[config.mk]
export PLATFORM = sky130hd
export DESIGN_NAME = imm_encoder
export DESIGN_NICKNAME = d
export VERILOG_FILES = /design/src/rtl/imm_encoder.sv
export SDC_FILE = /design/constraint.sdc
export NUM_CORES = 1
export LEC_CHECK = 0
export CAP_MARGIN = 20
export CORE_MARGIN = 5
export CORE_UTILIZATION = 45
export CTS_CLUSTER_DIAMETER = 150
export DETAILED_ROUTE_END_ITERATION = 8
export PLACE_DENSITY = 0.68
export SLEW_MARGIN = 10
export SYNTH_ARGS = -nofsm -noshare
export SYNTH_HDL_FRONTEND = slang
export SYNTH_SLANG_ARGS = --single-unit
[constraint.sdc]
create_clock -name clk -period 6.65 [get_ports clk]
set_input_delay 1.6625 -clock clk [delete_from_list [all_inputs] [get_ports clk]]
set_output_delay 1.6625 -clock clk [all_outputs]
set_load 0.05 [all_outputs]
[src/rtl/imm_encoder.sv]
// Finds the instruction immediate field that the extend unit expands back to Value.
// Define IMMENC_FAST_SEARCH_EN to evaluate all 16 rotations in a single cycle.
module imm_encoder (
  input  logic        clk,
  input  logic        reset_n,
  input  logic        start,
  input  logic [1:0]  ImmSrc,
  input  logic [31:0] Value,
  output logic        busy,
  output logic        done,
  output logic        valid,
  output logic [23:0] Extend_out
);

  typedef enum logic [1:0] {
    IDLE   = 2'd0,
    SEARCH = 2'd1,
    DONE   = 2'd2
  } state_t;

  state_t      stateR;
  state_t      nextStateS;
  logic [3:0]  rotR;
  logic [3:0]  nextRotS;
  logic [31:0] valueR;
  logic [31:0] nextValueS;
  logic        validR;
  logic        nextValidS;
  logic [23:0] extR;
  logic [23:0] nextExtS;
  logic        busyR;
  logic        doneR;
  logic [31:0] candS;

  function automatic logic [31:0] rotl32(input logic [31:0] v, input logic [4:0] sh);
    logic [63:0] dbl;
    dbl = {v, v} << sh;
    return dbl[63:32];
  endfunction

  // Returns {valid, field} for the modes that need no search.
  function automatic logic [24:0] encodeDirect(input logic [1:0] src, input logic [31:0] v);
    logic [24:0] res;
    res = 25'h0;
    case (src)
      2'b01: begin
        if (v[31:12] == 20'h0) begin
          res = {1'b1, 12'h000, v[11:0]};
        end else begin
          res = 25'h0;
        end
      end
      2'b10: begin
        if ((v[1:0] == 2'b00) && ((v[31:25] == 7'h00) || (v[31:25] == 7'h7F))) begin
          res = {1'b1, v[25:2]};
        end else begin
          res = 25'h0;
        end
      end
      default: res = 25'h0;
    endcase
    return res;
  endfunction

`ifdef IMMENC_FAST_SEARCH_EN
  // Walks rotations from 15 down to 0 so the smallest matching one is kept last.
  function automatic logic [24:0] fastRotSearch(input logic [31:0] v);
    logic [24:0] res;
    logic [31:0] cand;
    res = 25'h0;
    for (int r = 15; r >= 0; r--) begin
      cand = rotl32(v, 5'(2 * r));
      if (cand[31:8] == 24'h0) begin
        res = {1'b1, 12'h000, 4'(r), cand[7:0]};
      end else begin
        res = res;
      end
    end
    return res;
  endfunction
`endif

  // Next-state, rotation counter and result computation.
  always_comb begin
    nextStateS = stateR;
    nextRotS   = rotR;
    nextValueS = valueR;
    nextValidS = validR;
    nextExtS   = extR;
    candS      = rotl32(valueR, {rotR, 1'b0});
    case (stateR)
      IDLE: begin
        nextRotS = 4'd0;
        if (start) begin
          nextValueS = Value;
          if (ImmSrc == 2'b00) begin
`ifdef IMMENC_FAST_SEARCH_EN
            {nextValidS, nextExtS} = fastRotSearch(Value);
            nextStateS = DONE;
`else
            nextStateS = SEARCH;
`endif
          end else begin
            {nextValidS, nextExtS} = encodeDirect(ImmSrc, Value);
            nextStateS = DONE;
          end
        end else begin
          nextStateS = IDLE;
        end
      end
      SEARCH: begin
        if (candS[31:8] == 24'h0) begin
          nextValidS = 1'b1;
          nextExtS   = {12'h000, rotR, candS[7:0]};
          nextStateS = DONE;
          nextRotS   = 4'd0;
        end else if (rotR == 4'd15) begin
          // Exhausted without wrapping: report unencodable.
          nextValidS = 1'b0;
          nextExtS   = 24'h0;
          nextStateS = DONE;
          nextRotS   = 4'd0;
        end else begin
          nextRotS = rotR + 4'd1;
        end
      end
      DONE: begin
        nextStateS = IDLE;
        nextRotS   = 4'd0;
      end
      default: begin
        nextStateS = IDLE;
        nextRotS   = 4'd0;
      end
    endcase
  end

  // State, operand and result registers with synchronous active-low reset.
  always_ff @(posedge clk) begin
    if (!reset_n) begin
      stateR <= IDLE;
      rotR   <= 4'd0;
      valueR <= 32'h0;
      validR <= 1'b0;
      extR   <= 24'h0;
      busyR  <= 1'b0;
      doneR  <= 1'b0;
    end else begin
      stateR <= nextStateS;
      rotR   <= nextRotS;
      valueR <= nextValueS;
      validR <= nextValidS;
      extR   <= nextExtS;
      busyR  <= (nextStateS != IDLE);
      doneR  <= (nextStateS == DONE);
    end
  end

  assign busy       = busyR;
  assign done       = doneR;
  assign valid      = validR;
  assign Extend_out = extR;

endmodule
==> summary.md <==
| Metric | Value |
|---|---|
| Core Area | 0.009240 mm^2 |
| Die extent in x | 107.3 um |
| Hold Vio Cnt, Final | 0 |
| Number of flops mapped to enable cells by yosys | 0 |
| DRC violations left | 0 |
| Max-capacitance violation count | 0 |
| DR vias/cell | 6.082 |
| Row cnt | 35 |
| Syn Area/Cell | 8.818 um^2 |
| Internal reg-to-reg setup slack | 2.27 ns |
| Post-CTS Repair Setup Buffers | 0 |
| Vias in the first global route | 3967 |
| Hold Path Class | flop to flop |
| Place WS | 2.112 ns |
| Min Clock Period, post-route | 4.379 ns |
| GRT overflow | 0 |
| Post-route ant nets | 0 |
| Max Slew Vio Count | 0 |
| Crit-path max FO | 32 |
| Longest Clk Path Bufs | 2 |
| DP Wirelength | 9142 um |
| Die ar. | 0.01151 mm^2 |
| H-tree levels | 3 |
| Total of warnings raised by yosys | 0 |
| Placed insts | 638 |
| Final Instance Area | 0.005091 mm^2 |
| Setup Viol. Count Final | 0 |
| Final net count | 563 |
| Initial DRT Pass Iterations | 5 |
| CTS tree | done |
| Critical R2R Capture | Extend_out[19]$_SDFFE_PN0P_ |
| Unique masters post-synth | 48 |
| First-pass GRT wire length | 20810 um |
| Comb pwr share | 20.1% |
| Cells after synthesis | 483 |
| Pint | 668.5 uW |
| Register share of total power | 44.6% |
| Tcrit/Tclk final | 65.86% |
| Port bufs | 63 |
| Endpoint type of the worst setup path | flop |
| Crit path from | rotR[0]$_SDFF_PP0_ |
| Startpoint Class | flop |
| Clock skew | 0.01179 ns |
| Yosys top cell by area | dfxtp_1 |
| Multi-input logic area | 0.002705 mm^2 |
| Die Span Y | 107.3 um |
| Required @ worst endpoint | 6.91 ns |
| Setup CP Type | flop to flop |
| RSZ-0062 raised after global routing | false |
| Drt total wl | 12760 um |
| Max Clk Rate | 0.2283 GHz |
| Vias | 3990 |
| Levels on crit path | 9 |
| Synth area leaders | dfxtp_1 31%, mux4_2 14%, nand2_1 8.7%, mux2i_1 7.5%, a21oi_1 4.5% |
| Setup TNS Final | 0 ns |
| # clock sinks | 65 |
| Hold_ws | 0.4634 ns |
| RR Startpoint | rotR[0]$_SDFF_PP0_ |
| Synth Flop Type | dfxtp_1 |
| Net Sw Frac | 31.34% |
| CTS Root Buffer Type | clkbuf_8 |
| Crit path DAT | 4.64 ns |
| P_sw | 305.2 uW |
| Largest stage delay, worst path | 0.84 ns |
| Tot GR Track Use | 22.86% |
| Share of the synthesized area in the top cell type | 30.55% |
| Least-Margin Pin Slew | 0.9755 ns |
| CTS Hold Buffers Added | 0 |
| Antenna violations before repair | 0 |
| Largest net degree at the start of global routing | 44 |
| Largest delay share family, worst path | simple AND/OR/NAND/NOR gates |
| Fill cells | 850 |
| Ant diodes | 0 |
| Clock share of power | 35.2% |
| Max-slew headroom | 34.48% |
| Setup slack after layout | 2.271 ns |
| Drt initial violations | 344 |
| Critical path's slowest cell | dfxtp_2 |
| CTS clock-pin slew for the worst setup and hold paths | 0.08 ns |
| Peak VDD IR | 0.0001350 V |
| PD cells | 191.2 mW/mm^2 |
| Critical path, cell by cell | buf_4 -> mux2i_1 -> mux2i_1 -> a2111o_1 -> o21ai_0 -> nand2_1 -> nor4_1 -> nand2b_1 -> mux2i_1 |
| Top-count cell post-synth | nand2_1 |
| Post-synth top cells | 99 x nand2_1, 65 x dfxtp_1, 41 x nor2_1 |
| Syn Nets | 524 |
| Register area | 0.001303 mm^2 |
| Top-level I/O count | 64 |
| P&R area growth vs syn | 19.54% |
| Post-synthesis async set-or-reset flop share | 0% |
| Status | finished, final reports clean |
| CP most frequent cell | mux2i_1 |
| R2r worst-path depth | 9 |
| Synth Cell Area | 0.004259 mm^2 |
| Initial Utilization | 46.09% |
| Clk_lat worst skew | 0.35 ns |
| RePlAce Congestion | 0.9180 |
| CTS Buf Count | 9 |
| Share of layout cells above drive strength 1 | 11.76% |
| Leakage | 0.001741 uW |
| Average wire per standard cell | 19.45 um |
| Post-synthesis sequential area ratio | 30.55% |
| Gates resized, CTS repair | 0 |
| Synth Register Bits | 65 |
| Placed Area | 0.004867 mm^2 |
| Final non-filler cell total | 656 |
| Setup crit end | Extend_out[19]$_SDFFE_PN0P_ |
| Worst path buffer plus inverter count | 1 |
==> state kept, by name, indices dropped and copies added, names as in the netlist <==
signal / cells
Extend_out: 24
busy: 1
done: 1
rotR: 4
stateR: 2
valid: 1
valueR: 32
==> kinds of logic (layout without fill, tap and decap cells) <==
family,after synthesis,after routing,synth area share (%)
AND/OR/NAND/NOR,194,194,20.24
AO/OA/AOI/OAI,98,98,15.92
multiplexers,70,70,25.76
buffers and inverters,50,94,5.934
XOR/XNOR,2,2,0.4114
flip-flops,65,65,30.55
adder cells (fa/ha/maj),4,4,1.175
==> how the worst min path moves through the flow <==
stage,endpoint,start,depth (start not counted)
2_1_floorplan,valueR[27]$_SDFFE_PN0P_,valueR[27]$_SDFFE_PN0P_,2
3_3_place_gp,Extend_out[12]$_SDFFE_PN0P_,Extend_out[12]$_SDFFE_PN0P_,2
3_5_place_dp,Extend_out[16]$_SDFFE_PN0P_,Extend_out[16]$_SDFFE_PN0P_,2
4_1_cts,Extend_out[21]$_SDFFE_PN0P_,Extend_out[21]$_SDFFE_PN0P_,2
5_1_grt,Extend_out[15]$_SDFFE_PN0P_,Extend_out[15]$_SDFFE_PN0P_,2
6_report,Extend_out[21]$_SDFFE_PN0P_,Extend_out[21]$_SDFFE_PN0P_,2
==> metal layers <==
| metal | global-route usage (%) | part of all wire [%] | vias up | wire [um] |
|---|---|---|---|---|
| met3 | 5.099 | 7.3 | 34 | 936 |
| met2 | 36.73 | 47 | 174 | 6023 |
| met4 | 9.224 | 3.1 | 0 | 393 |
| met1 | 29.77 | 42 | 1921 | 5404 |
| met5 | 0 | 0 | - | 0 |
| li1 | - | - | 1861 | - |
==> layout make-up <==
cell class,count,area share (%)
Clock inverter,7,1.376
Multi-Input combinational cell,368,53.13
Clock buffer,9,2.433
Tap cell,129,3.170
Sequential cell,65,25.58
Timing Repair Buffer,70,13.71
Inverter,8,0.5898
==> cells in the final DEF, fill, tap and decap left out, types with 3 or more instances in the layout <==
master           count
nor4_1               6
mux2_2               4
mux4_2              27
clkinv_2             3
ha_1                 4
mux2i_1             32
buf_4                5
dfxtp_1             64
nor3_1              20
a211oi_1            18
nor2_1              41
o21ai_0              4
mux4_1               3
mux2_1               4
o22ai_1              3
a211o_1              5
and2_1               6
clkdlybuf4s50_1     63
o221a_1              4
nand4_1              7
a22oi_1             12
clkbuf_8             9
a21oi_1             38
inv_1                6
nand3_1              4
nand2_1             99
nand2b_1             3
==> power by group through the flow <==
stage	logic, uW	registers (uW)	clock network, uW
after detailed placement	191	442	0
final	196	435	343
after global placement	187	441	0
after CTS	192	433	348
after floorplan	124	440	0
after global routing	213	437	363
==> worst register-to-register path: cells and delay by family (launching register included) <==
family          cells  cell delay (ns)
compound gates      2             0.67
mux                 3             0.86
buf+inv             1             0.52
simple gates        3             1.42
flops               1             0.84
==> through the flow <==
stage               utilization, %  power, uW
floorplan                        -      564.2
global placement             52.67      628.9
detailed placement           52.67      632.5
CTS                          54.77      972.8
global route                 55.10       1012
finish                       55.10      973.6
Note: power is estimated with default switching activity, not from simulation.
